## config.mk

```make
export PLATFORM = sky130hd
export DESIGN_NAME = hazard_ctrl
export DESIGN_NICKNAME = d
export VERILOG_FILES = /design/src/rtl/hazard_ctrl.sv
export SDC_FILE = /design/constraint.sdc
export NUM_CORES = 1
export LEC_CHECK = 0
export CORE_MARGIN = 10
export CORE_UTILIZATION = 43
export CTS_CLUSTER_SIZE = 20
export DETAILED_ROUTE_END_ITERATION = 7
export PLACE_DENSITY = 0.84
export SYNTH_ARGS = -nofsm -noshare
export SYNTH_HDL_FRONTEND = slang
export SYNTH_SLANG_ARGS = --single-unit
export TNS_END_PERCENT = 30
```

## constraint.sdc

```tcl
create_clock -name clk -period 2.1 [get_ports clk]
set_input_delay 0.42 -clock clk [delete_from_list [all_inputs] [get_ports clk]]
set_output_delay 0.42 -clock clk [all_outputs]
set_load 0.05 [all_outputs]
```

## src/rtl/hazard_ctrl.sv

```systemverilog
// Hazard and sequencing controller for the RV32I 5-stage pipeline.
// It produces stall, flush and forwarding controls, sequences the boot
// bubbles after reset, tracks instruction-memory waits with a sticky
// timeout, and keeps saturating stall and flush counters.
module hazard_ctrl #(
  parameter int unsigned BOOT_CYCLES = 2,
  parameter int unsigned MAX_WAIT    = 16
) (
  input  logic        clk,
  input  logic        rst,
  input  logic [4:0]  Rs1D,
  input  logic [4:0]  Rs2D,
  input  logic [4:0]  Rs1E,
  input  logic [4:0]  Rs2E,
  input  logic [4:0]  RdE,
  input  logic        ResultSrcE0,
  input  logic        PCSrcE,
  input  logic        RegWriteM,
  input  logic        RegWriteW,
  input  logic [4:0]  RdM,
  input  logic [4:0]  RdW,
  input  logic        imem_ready,
  output logic        StallF,
  output logic        StallD,
  output logic        FlushD,
  output logic        FlushE,
  output logic [1:0]  ForwardAE,
  output logic [1:0]  ForwardBE,
  output logic        imem_timeout,
  output logic [31:0] stall_cnt,
  output logic [31:0] flush_cnt
);

  localparam int unsigned BOOT_W = (BOOT_CYCLES < 2) ? 1 : $clog2(BOOT_CYCLES + 1);
  localparam int unsigned WAIT_W = (MAX_WAIT < 2) ? 1 : $clog2(MAX_WAIT + 1);
  localparam int unsigned CNT_W  = 32;

  typedef enum logic [1:0] {
    ST_BOOT      = 2'd0,
    ST_RUN       = 2'd1,
    ST_IMEM_WAIT = 2'd2
  } state_t;

  state_t              r_state;
  state_t              w_state_nxt;
  logic [BOOT_W-1:0]   r_boot_cnt;
  logic [BOOT_W-1:0]   w_boot_cnt_nxt;
  logic [WAIT_W-1:0]   r_wait_cnt;
  logic [WAIT_W-1:0]   w_wait_cnt_nxt;
  logic                r_timeout;
  logic                w_timeout_nxt;
  logic [CNT_W-1:0]    r_stall_cnt;
  logic [CNT_W-1:0]    r_flush_cnt;
  logic                w_lw_stall;

  assign imem_timeout = r_timeout;
  assign stall_cnt    = r_stall_cnt;
  assign flush_cnt    = r_flush_cnt;

  // State register together with the boot/wait counters and sticky timeout.
  always_ff @(posedge clk) begin
    if (rst) begin
      r_state    <= ST_BOOT;
      r_boot_cnt <= '0;
      r_wait_cnt <= '0;
      r_timeout  <= 1'b0;
    end else begin
      r_state    <= w_state_nxt;
      r_boot_cnt <= w_boot_cnt_nxt;
      r_wait_cnt <= w_wait_cnt_nxt;
      r_timeout  <= w_timeout_nxt;
    end
  end

  // Next-state logic: boot sequencing, imem wait tracking and redirect exit.
  always_comb begin
    w_state_nxt    = r_state;
    w_boot_cnt_nxt = r_boot_cnt;
    w_wait_cnt_nxt = r_wait_cnt;
    w_timeout_nxt  = r_timeout;
    case (r_state)
      ST_BOOT: begin
        w_boot_cnt_nxt = r_boot_cnt + BOOT_W'(1);
        if (r_boot_cnt >= BOOT_W'(BOOT_CYCLES - 1)) begin
          w_state_nxt = ST_RUN;
        end
      end
      ST_RUN: begin
        if (!PCSrcE && !imem_ready) begin
          w_state_nxt    = ST_IMEM_WAIT;
          w_wait_cnt_nxt = WAIT_W'(1);
          if (MAX_WAIT <= 1) begin
            w_timeout_nxt = 1'b1;
          end
        end
      end
      ST_IMEM_WAIT: begin
        if (PCSrcE || imem_ready) begin
          w_state_nxt = ST_RUN;
        end else if (r_wait_cnt < WAIT_W'(MAX_WAIT)) begin
          w_wait_cnt_nxt = r_wait_cnt + WAIT_W'(1);
          if (r_wait_cnt >= WAIT_W'(MAX_WAIT - 1)) begin
            w_timeout_nxt = 1'b1;
          end
        end
      end
      default: begin
        w_state_nxt = ST_BOOT;
      end
    endcase
  end

  assign w_lw_stall = ResultSrcE0 && (RdE != 5'd0) && ((RdE == Rs1D) || (RdE == Rs2D));

  // Output logic: pipeline controls by priority, forwarding in every state.
  always_comb begin
    StallF    = 1'b0;
    StallD    = 1'b0;
    FlushD    = 1'b0;
    FlushE    = 1'b0;
    ForwardAE = 2'b00;
    ForwardBE = 2'b00;

    // RUN and IMEM_WAIT share one priority chain: a ready cycle in IMEM_WAIT
    // already behaves as RUN, and a not-ready one matches the RUN wait case.
    if (rst || (r_state == ST_BOOT) || (r_state == 2'd3)) begin
      StallF = 1'b1;
      StallD = 1'b1;
      FlushD = 1'b1;
      FlushE = 1'b1;
    end else if (PCSrcE) begin
      FlushD = 1'b1;
      FlushE = 1'b1;
    end else if (!imem_ready || w_lw_stall) begin
      StallF = 1'b1;
      StallD = 1'b1;
      FlushE = 1'b1;
    end

    if (RegWriteM && (RdM != 5'd0) && (RdM == Rs1E)) begin
      ForwardAE = 2'b10;
    end else if (RegWriteW && (RdW != 5'd0) && (RdW == Rs1E)) begin
      ForwardAE = 2'b01;
    end

    if (RegWriteM && (RdM != 5'd0) && (RdM == Rs2E)) begin
      ForwardBE = 2'b10;
    end else if (RegWriteW && (RdW != 5'd0) && (RdW == Rs2E)) begin
      ForwardBE = 2'b01;
    end
  end

  // Saturating performance counters, frozen while booting.
  always_ff @(posedge clk) begin
    if (rst) begin
      r_stall_cnt <= '0;
      r_flush_cnt <= '0;
    end else if (r_state != ST_BOOT) begin
      if (StallF && (r_stall_cnt != '1)) begin
        r_stall_cnt <= r_stall_cnt + CNT_W'(1);
      end
      if (FlushD && (r_flush_cnt != '1)) begin
        r_flush_cnt <= r_flush_cnt + CNT_W'(1);
      end
    end
  end

endmodule

```

# [Yosys cells after proc, flatten, opt, wreduce, memory -nomap -nowiden]
# Index checks and enable logic that the tools add are counted.
[word_totals] register_bits=74 inputBits=42 out_inout_bits=73 elab_cells=78
[op_classes] add_sub_neg=4 order_cmp=3 eq_ne=16 n_mux=19 bitwise=1 reduce_logical=29
[op_table] cell="$add 32x1->32 const B" n=2
[op_table] cell="$ne 32x32->1 const B" n=2
[op_table] cell="$eq 5x5->1" n=6
[op_table] cell="$mux 5" n=3
[op_table] cell="$reduce_bool 5->1" n=3
[op_table] cell="$logic_and 1x1->1" n=11
[op_table] cell="$mux 2" n=5
[op_table] cell="$ne 2x2->1 const B" n=5
[op_table] cell="$pmux 5 s2" n=1
[op_table] cell="$mux 1" n=9
[op_table] cell="$reduce_and 4->1" n=2
[op_table] cell="$pmux 2 s3" n=1
[op_table] cell="$add 5x1->5 const B" n=1
[op_table] cell="$ge 5x4->1 const B" n=1
[op_table] cell="$logic_or 1x1->1" n=5
[op_table] cell="$lt 5x5->1 const B" n=1
[op_table] cell="$eq 2x2->1 const B" n=2
[op_table] cell="$reduce_and 2->1" n=2
[op_table] cell="$reduce_bool 2->1" n=2
[op_table] cell="$reduce_and 3->1" n=1
[op_table] cell="$add 2x1->2 const B" n=1
[op_table] cell="$eq 2x1->1 const B" n=1
[op_table] cell="$ge 2x1->1 const B" n=1
[op_table] cell="$logic_not 1->1" n=2
[op_table] cell="2 further kinds" n=2

# [Longest topological paths before layout]
# Gate-level depths: netlist of the first run.
[logic_depth] depth_word=9 depth_mapped=10 depth_no_buf=7

# [Least setup slack after synthesis of the first run]
# No wires, ideal clock.
[synth_timing] path_kind="input port to output port" startpoint="input port RdM[1]" endpoint="output port ForwardAE[0]" arrival_ps=2997 required_time_ps=1680 path_slack_ps=-1317 cell_stages=4 n_path_buf=0 path_cell_list="or4_1 -> o21ai_0 -> nor4_1 -> nor4_1"
[synth_via] elab_chain_cells=4 elab_cells_between_ends=5 cone_classes="eq/ne: 1; mux: 1; reduce/logical: 3"
[synth_lines] element="start: declaration" line="20" source="input logic [4:0] RdM,"
[synth_lines] element="$reduce_bool 5->1" line="140" source="if (RegWriteM && (RdM != 5'd0) && (RdM == Rs1E)) begin"
[synth_lines] element="$logic_and 1x1->1" line="140"
[synth_lines] element="$logic_and 1x1->1 *" line="140"
[synth_lines] element="$mux 2 *" line="140"
[synth_lines] element="end: declaration" line="27" source="output logic [1:0] ForwardAE,"
# Every way passes the cells marked *; elsewhere a longest branch is shown, timed or not.

# [Worst setup path after layout of the first run]
[layout_timing] startpoint="input port RdE[2]" endpoint="register r_stall_cnt[22] (netlist: stall_cnt[22])"
[layout_via] elab_chain_cells=9 elab_cells_between_ends=12 cone_classes="eq/ne: 2; mux: 3; reduce/logical: 7"
[layout_lines] element="start: declaration" line="15" source="input logic [4:0] RdE,"
[layout_lines] element="$eq 5x5->1 / $reduce_bool 5->1 (equally long branches)" line="113" source="assign w_lw_stall = ResultSrcE0 && (RdE != 5'd0) && ((RdE == Rs1D) || (RdE == Rs2D));"
[layout_lines] element="$logic_or 1x1->1 / $logic_and 1x1->1 (equally long branches)" line="113"
[layout_lines] element="$logic_and 1x1->1 *" line="113"
[layout_lines] element="$logic_or 1x1->1 *" line="134" source="end else if (!imem_ready || w_lw_stall) begin"
[layout_lines] element="$mux 1 *" line="134"
[layout_lines] element="$mux 1 *" line="131" source="end else if (PCSrcE) begin"
[layout_lines] element="$mux 1 *" line="126" source="if (rst || (r_state == ST_BOOT) || (r_state == 2'd3)) begin"
[layout_lines] element="$logic_and 1x1->1 *" line="159" source="if (StallF && (r_stall_cnt != '1)) begin"
[layout_lines] element="$reduce_and 2->1 (no line) *"
[layout_lines] element="end signal: assignment" line="160" source="r_stall_cnt <= r_stall_cnt + CNT_W'(1);"
[layout_lines] element="end: declaration" line="52" source="logic [CNT_W-1:0] r_stall_cnt;"
# Marks and branches as above.
# A chain may end at the register's enable or synchronous reset.

==> results of run 1 <==
worst min path at each step:
| stage | start | end | slack, ns |
|---|---|---|---|
| 2_1_floorplan | r_boot_cnt[1]$_SDFFE_PP0P_ | r_boot_cnt[1]$_SDFFE_PP0P_ | 0.45 |
| 3_3_place_gp | imem_timeout$_SDFFE_PP0P_ | imem_timeout$_SDFFE_PP0P_ | 0.45 |
| 3_5_place_dp | imem_timeout$_SDFFE_PP0P_ | imem_timeout$_SDFFE_PP0P_ | 0.46 |
| 4_1_cts | imem_timeout$_SDFFE_PP0P_ | imem_timeout$_SDFFE_PP0P_ | 0.48 |
| 5_1_grt | stall_cnt[30]$_SDFFE_PP0P_ | stall_cnt[30]$_SDFFE_PP0P_ | 0.52 |
| 6_report | imem_timeout$_SDFFE_PP0P_ | imem_timeout$_SDFFE_PP0P_ | 0.47 |
cell usage after synthesis (all sizes together) (4+ instances only):
library cell and n:
a21oi 8, and3 12, and4 10, buf 8, clkbuf 14, dfxtp 74
ha 5, inv 10, nand2 23, nand3 32, nand4 20, nor2 83
nor2b 4, nor3 24, nor4 17, o21ai 11, or4 7, xnor2 39
xor2 52
power groups by stage:
stage / sequential [mW] / clock (mW) / combinational [mW]
2_1_floorplan: 1.54 / 0 / 0.389
3_3_place_gp: 1.52 / 0 / 0.708
3_5_place_dp: 1.53 / 0 / 0.734
4_1_cts: 1.50 / 1.20 / 0.789
5_1_grt: 1.52 / 1.26 / 0.897
6_report: 1.51 / 1.18 / 0.829
sequential cells by signal, summed over array words and instances (netlist names):
register      flops
flush_cnt        32
stall_cnt        32
r_wait_cnt        5
r_boot_cnt        2
r_state           2
imem_timeout      1
critical path: stages:
cell	delay [ns]
buf_6	0.09
or4_4	0.53
buf_4	0.15
buf_6	0.10
buf_6	0.11
o2111ai_4	0.19
o311ai_4	0.14
o2bb2ai_4	0.25
buf_4	0.17
buf_12	0.11
or3_1	0.11
xor2_1	0.15
nor2_1	0.05
through the flow:
| stage | hold slack [ns] | std cells | cell area [sq um] | utilization |
|---|---|---|---|---|
| 2_1_floorplan | 0.454 | 483 | 4170 | - |
| 3_3_place_gp | 0.454 | 743 | 5860 | 0.640 |
| 3_5_place_dp | 0.460 | 743 | 5860 | 0.640 |
| 4_1_cts | 0.480 | 768 | 6260 | 0.684 |
| 5_1_grt | 0.515 | 772 | 6420 | 0.701 |
| 6_report | 0.473 | 772 | 6420 | 0.701 |
cell families (layout without fill, tap and decap cells):
kind of cell	count (synthesis)	count (layout)	synth area share
other	0	1	0
multiplexers	3	3	0.00904
AO/OA/AOI/OAI	34	34	0.0558
flip-flops	74	74	0.369
AND/OR/NAND/NOR	244	244	0.317
XOR/XNOR	91	91	0.199
buffers and inverters	32	209	0.0349
adder cells (fa/ha/maj)	5	5	0.0156
timing repair:
item                                    in CTS  in global routing
gates resized for setup                    111                 66
setup buffers                               10                  6
endpoints found under the setup margin      40                 79
pin swaps                                   38                 26
gates cloned                                 1                  0
cells in the final DEF, fill, tap and decap left out, types with 10 or more instances in the layout:
master           netlist  layout
and3_1                12      12
buf_4                  4      58
buf_6                  0      17
clkdlybuf4s50_1        0      55
dfxtp_1               74      50
dfxtp_2                0      14
dfxtp_4                0      10
dlymetal6s2s_1         0      14
inv_1                 10      10
nand2_1               23      23
nand3_1               32      28
nand4_1               19      19
nor2_1                83      82
nor3_1                22      19
nor4_1                16      10
xnor2_1               39      34
xor2_1                52      50
metal layers:
metal,global-route usage,vias to the layer above,part of all wire
li1,-,2026,-
met3,0.0652,14,0.088
met1,0.197,2008,0.38
met4,0.0387,0,0.012
met5,0,-,0
met2,0.305,150,0.52
final cells by class:
cell class | instances | area, sq um
Inverter | 10 | 37.5
Timing Repair Buffer | 183 | 1790
Sequential cell | 74 | 1540
Fill cell | 677 | 2730
Clock inverter | 7 | 82.6
Antenna cell | 1 | 2.50
Tap cell | 111 | 139
Clock buffer | 9 | 124
Multi-Input combinational cell | 377 | 2710
==> results.md, run 1 <==
- Status: complete, but fails checks
- Failing checks: setup timing
- Routed WL per cell: 16.2 microns
- R2R setup slack: 0 ns
- Synth Register Bits: between 70 and 80
- Synthesized area per cell: roughly 8.3 sq um
- Via count: between 4,000 and 5,000
- DR vias/cell: between 5 and 6
- Post-Synthesis Cells: 483
- Drc violations: 0
- Synth cell types: between 40 and 50
- Min Tclk post-route: 2.35 ns
- Actual slew at the worst max-slew pin: 0.525 ns
- Post-synth EDFFs: 0
- CTS Hold Buffers Added: 0
- Post-route setup slack: -0.251 ns
- Unrepaired setup endpoints after global routing: yes
- Clock power share: 0.335
- Critical R2R Capture: stall_cnt[22]$_SDFFE_PP0P_
- Final wirelength: ~13,000 microns
- Crit path launch type: input pin
- DR iter-0 viols: 123
- NetSw: between 1 and 1.5 mW
- CTS H-tree depth: 3
- Ratio of cells with drive above 1 in the final layout: 0.295
- Ys async rst share: 0
- Reg2reg path depth: 8
- CP Max Fanout: 8
- Largest area contributor in the netlist: dfxtp_1
- Post-synth top flop: dfxtp_1
- TritonCTS clock tree: done
- Setup tns final: -5.54 ns
- CP endpoint: stall_cnt[22]$_SDFFE_PP0P_
- Switching portion of total power: 0.311
- Part of the power in combinational logic: 0.236
- Height of the die: about 120 microns
- Synth top area cells: dfxtp_1 37%, xor2_1 11%, xnor2_1 8.5%, nor2_1 7.8%, nand3_1 4.0%
- Clk sinks: 74
- Hold depth: 2
- Post-synthesis sequential area ratio: 0.369
- PwrDens: around 550 mW/mm^2
- Num CTS Buffers: 9
- Port buffer count: 114
- Area of the core: slightly above 0.009 sq mm
- DP Worst Slack: -0.656 ns
- Maximum VDD drop: roughly 0.36 mV
- Row Count: 35
- CP Data Required Time: ~2.3 ns
- Yosys Warn Count: 0
- Initial antenna violation count: 1
- RR Startpoint: stall_cnt[6]$_SDFFE_PP0P_
- Leakage power: 2.64 nW
- Starting Density: 0.438
- Final period util: 1.12
- Syn_nets: 530
- Number of global-route vias before repair: 4,134
- CP arrival: approximately 2.6 ns
- Synthesis-to-finish area growth: 60.0%
- Hold Fails Final Rpt: 0
- I/O pin cnt: 115
- Grt total ovfl: 0
- Total Routing Usage GR: 0.174
- Tot Pwr: between 3 and 4 mW
- Max-Cap Viols: 0
- First-pass GRT wire length: between 15,000 and 20,000 microns
- Clock Skews: between 0.02 and 0.025 ns
- Top-area cell type share of the netlist area: 0.369
- Detail Route Antenna Nets: 0
- Sequential fraction of design power: 0.429
- Clock Latency Late Sink: roughly 0.35 ns
- Clk slew on worst S/H paths: around 0.09 ns
- Worst Setup SP: RdE[2]
- Internal power: around 2.4 mW
- Count of nets after finishing: 702
- Slew Limit Headroom: 0.649
- Root buf cell: clkbuf_8
- Die Span X: ~120 microns
- Final setup viols: 39
- Max-slew violation count: 0
- Crit Path Category: in2reg
- Max Clk Rate: 425 MHz
- Largest net degree at the start of global routing: 40
- Die area: roughly 0.014 sq mm
- Max clock buf depth: 2
- Drt first pass iters: 4
- Crit end category: register
- HPWL Detailed: 8810 microns
- Cell Area, Synth: ~0.004 sq mm
- Routability cong.: ~0.87
- Min-Delay Path Class: reg2reg
Note: power is estimated with default switching activity, not from simulation.
==> run 2: changes to the inputs <==
--- a/config.mk
+++ b/config.mk
@@ -10,6 +10,7 @@
 export CTS_CLUSTER_SIZE = 20
 export DETAILED_ROUTE_END_ITERATION = 7
 export PLACE_DENSITY = 0.84
+export RECOVER_POWER = 100
 export SYNTH_ARGS = -nofsm -noshare
 export SYNTH_HDL_FRONTEND = slang
 export SYNTH_SLANG_ARGS = --single-unit
==> results.md, run 2 (synthesized netlist as in run 1, its figures left out) <==
- Status: complete, but fails checks
- Failing checks: setup timing
- First-pass GRT wire length: 19,600 microns (unchanged)
- Detail Route Antenna Nets: 0 (unchanged)
- CP arrival: 2.58 ns (about the same)
- Max-slew violation count: 0 (unchanged)
- Crit-path cells: buf_6 -> or4_4 -> buf_4 -> buf_6 -> buf_6 -> o2111ai_4 -> o311ai_4 -> o2bb2ai_4 -> buf_4 -> buf_12 -> or3_1 -> xor2_1 -> nor2_1
- Num CTS Buffers: 9 (unchanged)
- Unrepaired setup endpoints after global routing: yes
- Clk sinks: 74 (unchanged)
- CP Data Required Time: 2.33 ns (about the same)
- Crit Path Category: in2reg
- Die Span X: 117 microns (unchanged)
- Clock Skews: 0.0193 ns (-0.000771 ns)
- DP Worst Slack: -0.656 ns (unchanged)
- Max-Cap Viols: 0 (unchanged)
- Maximum VDD drop: 0.340 mV (-4.5%)
- Number of global-route vias before repair: 4,134 (unchanged)
- DR vias/cell: 5.41 (-0.45%)
- Routability cong.: 0.868 (unchanged)
- PwrDens: 558 mW/mm^2 (+2.0%)
- TritonCTS clock tree: done
- Max clock buf depth: 2 (unchanged)
- Slew Limit Headroom: 0.591 (-0.0585)
- Crit path launch type: input pin
- Final period util: 1.12 (about the same)
- Height of the die: 117 microns (unchanged)
- Area of the core: 0.00915 sq mm (unchanged)
- I/O pin cnt: 115 (unchanged)
- Drt first pass iters: 6 (+2)
- Crit end category: register
- HPWL Detailed: 8810 microns (unchanged)
- CP peak stage delay: 0.53 ns (about the same)
- Worst hold margin: 0.468 ns (-0.00549 ns)
- Root buf cell: clkbuf_8
- Initial antenna violation count: 1 (unchanged)
- Clk slew on worst S/H paths: 0.09 ns (about the same)
- Clock Latency Late Sink: 0.35 ns (about the same)
- Hold Fails Final Rpt: 0 (unchanged)
- Crit-path most repeated cell: buf_6
- Largest net degree at the start of global routing: 40 (unchanged)
- Grt total ovfl: 0 (unchanged)
- Total Routing Usage GR: 0.174 (unchanged)
- Dpl cell area: 0.00586 sq mm (unchanged)
- Drc violations: 0 (unchanged)
- CTS Hold Buffers Added: 0 (unchanged)
- Layout Cells excl Fill: 772 (unchanged)
- Fin area: 0.00626 sq mm (-2.5%)
- Synthesis-to-finish area growth: 56.1%
- Port buffer count: 114 (unchanged)
- Min Tclk post-route: 2.35 ns (+0.000603 ns)
- Routed WL per cell: 16.2 microns (about the same)
- CTS H-tree depth: 3 (unchanged)
- Starting Density: 0.438 (unchanged)
- Actual slew at the worst max-slew pin: 0.617 ns (+0.0921 ns)
- DR iter-0 viols: 158 (+28%)
- Leakage power: 2.41 nW (-8.7%)
- Die area: 0.0136 sq mm (unchanged)
- Min-Delay Path Class: reg2reg
- CP Max Fanout: 8 (unchanged)
- Fill cell count: 718 (+6.1%)
- Post-route setup slack: -0.252 ns (-0.000603 ns)
- Placed Cells: 743 (unchanged)
- Most frequent cells in the layout: 82 x nor2_1, 57 x dfxtp_1, 51 x buf_4
- Max Clk Rate: 425 MHz (about the same)
- Final setup viols: 39 (unchanged)
- Slowest CP cell: or4_4
- Tot Pwr: 3.49 mW (-0.55%)
- Final wirelength: 12,500 microns (about the same)
- Ratio of cells with drive above 1 in the final layout: 0.277 (-0.0182)
- Via count: 4,179 (-0.45%)
- Count of nets after finishing: 702 (unchanged)
- Most common cell after layout, fill and taps aside: nor2_1
- Row Count: 35 (unchanged)
[run 2: through the flow]
step	TNS (ns)	util
floorplan	-3.34	-
global placement	-26.30	0.640
detailed placement	-28.27	0.640
CTS	-6.77	0.684
global route	-10.72	0.684
finish	-5.61	0.684
[run 2: per-layer routing]
layer	part of all wire	vias up	global-route usage
met2	0.52	162	0.305
li1	-	2023	-
met1	0.38	1978	0.197
met4	0.013	0	0.0387
met5	0	-	0
met3	0.088	16	0.0652
[run 2: final cells by class]
cell class	count	area, sq um	area share
Antenna cell	1	2.50	0.000400
Clock buffer	9	124	0.0198
Clock inverter	7	82.6	0.0132
Inverter	10	37.5	0.00600
Multi-Input combinational cell	377	2690	0.430
Sequential cell	74	1510	0.241
Tap cell	111	139	0.0222
Timing Repair Buffer	183	1670	0.267
[run 2: worst paths after layout]
path / from / endpoint / slack [ns] / depth (start not counted)
setup / recovery: RdE[2] / stall_cnt[22]$_SDFFE_PP0P_ / -0.25 / 13
hold / removal: imem_timeout$_SDFFE_PP0P_ / imem_timeout$_SDFFE_PP0P_ / 0.47 / 2
setup reg to reg: r_state[1]$_SDFFE_PP0P_ / stall_cnt[10]$_SDFFE_PP0P_ / -0.09 / 8
hold reg to reg: imem_timeout$_SDFFE_PP0P_ / imem_timeout$_SDFFE_PP0P_ / 0.47 / 2
[run 2: worst max-delay path, delay by kind of cell]
family	cells	cell delay, ns
AO/OA/AOI/OAI	3	0.58
buffers and inverters	6	0.73
AND/OR/NAND/NOR	3	0.69
XOR/XNOR	1	0.15
[run 2: where the power goes]
group	switching, mW	total [mW]	internal, mW	leakage (nW)
combinational	0.421	0.804	0.383	1.70
sequential	0.0620	1.51	1.45	0.606
clock	0.604	1.17	0.570	0.0988
total	1.09	3.49	2.40	2.41
[run 2: repair_timing]
item	4_1_cts	5_1_grt
buffers inserted	10	6
cloned	1	0
resized for setup	111	66
pin swaps	38	26
endpoints found under the hold margin	0	0
endpoints found under the setup margin	40	79
==> run 3: changes to the inputs <==
--- a/config.mk
+++ b/config.mk
@@ -10,7 +10,7 @@
 export CTS_CLUSTER_SIZE = 20
 export DETAILED_ROUTE_END_ITERATION = 7
 export PLACE_DENSITY = 0.84
-export RECOVER_POWER = 100
+export RECOVER_POWER = 50
 export SYNTH_ARGS = -nofsm -noshare
 export SYNTH_HDL_FRONTEND = slang
 export SYNTH_SLANG_ARGS = --single-unit
==> results.md, run 3 (synthesized netlist as in run 1, its figures left out) <==
- Row Count: 35 (unchanged)
- CP arrival: 2.58 ns (about the same)
- I/O pin cnt: 115 (unchanged)
- Final wirelength: 12,400 microns (-0.56%)
- TritonCTS clock tree: done
- DR vias/cell: 5.42 (+0.14%)
- Clock Skews: 0.0184 ns (-0.000898 ns)
- Root buf cell: clkbuf_8
- Layout Cells excl Fill: 772 (unchanged)
- Detail Route Antenna Nets: 0 (unchanged)
- Crit end category: register
- CTS H-tree depth: 3 (unchanged)
- Crit Path Category: in2reg
- Final setup viols: 39 (unchanged)
- DR iter-0 viols: 159 (+0.63%)
- CTS Hold Buffers Added: 0 (unchanged)
- Routed WL per cell: 16.1 microns (-0.56%)
- Num CTS Buffers: 9 (unchanged)
- Routability cong.: 0.868 (unchanged)
- Post-route setup slack: -0.252 ns (-0.000418 ns)
- Actual slew at the worst max-slew pin: 0.617 ns (+0.000540 ns)
- Via count: 4,185 (+0.14%)
- Status: complete, but fails checks
- Hold depth: 2 (unchanged)
- Die area: 0.0136 sq mm (unchanged)
- Met1 Usage GRT: 0.197 (unchanged)
- Drc violations: 0 (unchanged)
- Reg2reg path depth: 8 (unchanged)
- Max-Cap Viols: 0 (unchanged)
- Die Span X: 117 microns (unchanged)
- Global routing's busiest layer: met2
- Worst Setup SP: RdE[2]
- Placed Cells: 743 (unchanged)
- Fin area: 0.00627 sq mm (+0.20%)
- Final period util: 1.12 (about the same)
- Hold Fails Final Rpt: 0 (unchanged)
- Setup tns final: -5.68 ns (-0.0705 ns)
- Hold wc startpoint: imem_timeout$_SDFFE_PP0P_
- Port buffer count: 114 (unchanged)
- Crit path launch type: input pin
- Total Routing Usage GR: 0.174 (unchanged)
- Grt total ovfl: 0 (unchanged)
- HPWL Detailed: 8810 microns (unchanged)
- Leakage power: 2.41 nW (about the same)
- Most common cell after layout, fill and taps aside: nor2_1
- Clock Latency Late Sink: 0.35 ns (about the same)
- Initial antenna violation count: 1 (unchanged)
- DP Worst Slack: -0.656 ns (unchanged)
- Height of the die: 117 microns (unchanged)
- Ratio of cells with drive above 1 in the final layout: 0.277 (unchanged)
- Clk sinks: 74 (unchanged)
- CP Data Required Time: 2.33 ns (about the same)
- Max-slew violation count: 0 (unchanged)
- Clk slew on worst S/H paths: 0.09 ns (about the same)
- Slew Limit Headroom: 0.590 (about the same)
- Number of global-route vias before repair: 4,134 (unchanged)
- Max Clk Rate: 425 MHz (about the same)
- CP Max Fanout: 8 (unchanged)
- Min-Delay Path Class: reg2reg
- GR Util met3: 0.0652 (unchanged)
- Max clock buf depth: 2 (unchanged)
- PwrDens: 555 mW/mm^2 (-0.45%)
- Unrepaired setup endpoints after global routing: yes
- Count of nets after finishing: 702 (unchanged)
- Starting Density: 0.438 (unchanged)
- Largest net degree at the start of global routing: 40 (unchanged)
- RR Startpoint: r_state[1]$_SDFFE_PP0P_
- Fill cell count: 713 (-0.70%)
- Met2 global-route usage: 0.305 (unchanged)
- Failing checks: setup timing
- Maximum VDD drop: 0.341 mV (+0.22%)
- Min Tclk post-route: 2.35 ns (+0.000418 ns)
- Drt first pass iters: 4 (-2)
- Synthesis-to-finish area growth: 56.4%
- Area of the core: 0.00915 sq mm (unchanged)
- First-pass GRT wire length: 19,600 microns (unchanged)
- Most frequent cells in the layout: 82 x nor2_1, 57 x dfxtp_1, 53 x buf_4
- Fin util: 0.685 (+0.00137)
- Dpl cell area: 0.00586 sq mm (unchanged)
[run 3: changes by cell type in the layout (fill, tap and decap cells not counted)]
cell     delta
buf_2       -2
buf_4       +2
dfxtp_2     -3
dfxtp_4     +3
[run 3: metal layers]
layer,wire (microns),part of all wire
met5,0,0
met4,137,0.011
met2,6500,0.52
met3,1020,0.082
met1,4790,0.38
[run 3: worst paths after layout]
kind,to,slack (ns)
hold / removal,imem_timeout$_SDFFE_PP0P_,0.47
hold reg to reg,imem_timeout$_SDFFE_PP0P_,0.47
setup reg to reg,stall_cnt[10]$_SDFFE_PP0P_,-0.08
setup / recovery,stall_cnt[22]$_SDFFE_PP0P_,-0.25
[run 3: final cells by class]
class	count	area (sq um)	share of cell area
antenna	1	2.50	0.000399
clock buffer	9	124	0.0197
clock inverter	7	82.6	0.0132
inverter	10	37.5	0.00598
multi-input combinational	377	2690	0.429
sequential	74	1520	0.242
tap	111	139	0.0221
timing repair buffer	183	1680	0.268
[run 3: timing repair]
action	4_1_cts	5_1_grt
setup endpoints to repair	40	79
resized for setup	111	66
cloned	1	0
setup buffers	10	6
endpoints found under the hold margin	0	0
pin swaps	38	26
[run 3: metrics by stage]
step,hold WS [ns],power [mW]
global route,0.515,3.65
detailed placement,0.460,2.26
floorplan,0.454,1.93
global placement,0.454,2.23
CTS,0.480,3.49
finish,0.468,3.48
[run 3: critical path: stages]
cell and delay [ns]:
buf_6 0.09, or4_4 0.53, buf_4 0.15, buf_6 0.10
buf_6 0.11, o2111ai_4 0.19, o311ai_4 0.14, o2bb2ai_4 0.25
buf_4 0.17, buf_12 0.11, or3_1 0.11, xor2_1 0.15
nor2_1 0.05
[run 3: power breakdown]
group	internal [mW]	leakage (nW)	switching (mW)
Clock	0.570	0.0988	0.600
Combinational	0.383	1.70	0.421
Sequential	1.45	0.607	0.0617
Total	2.40	2.41	1.08
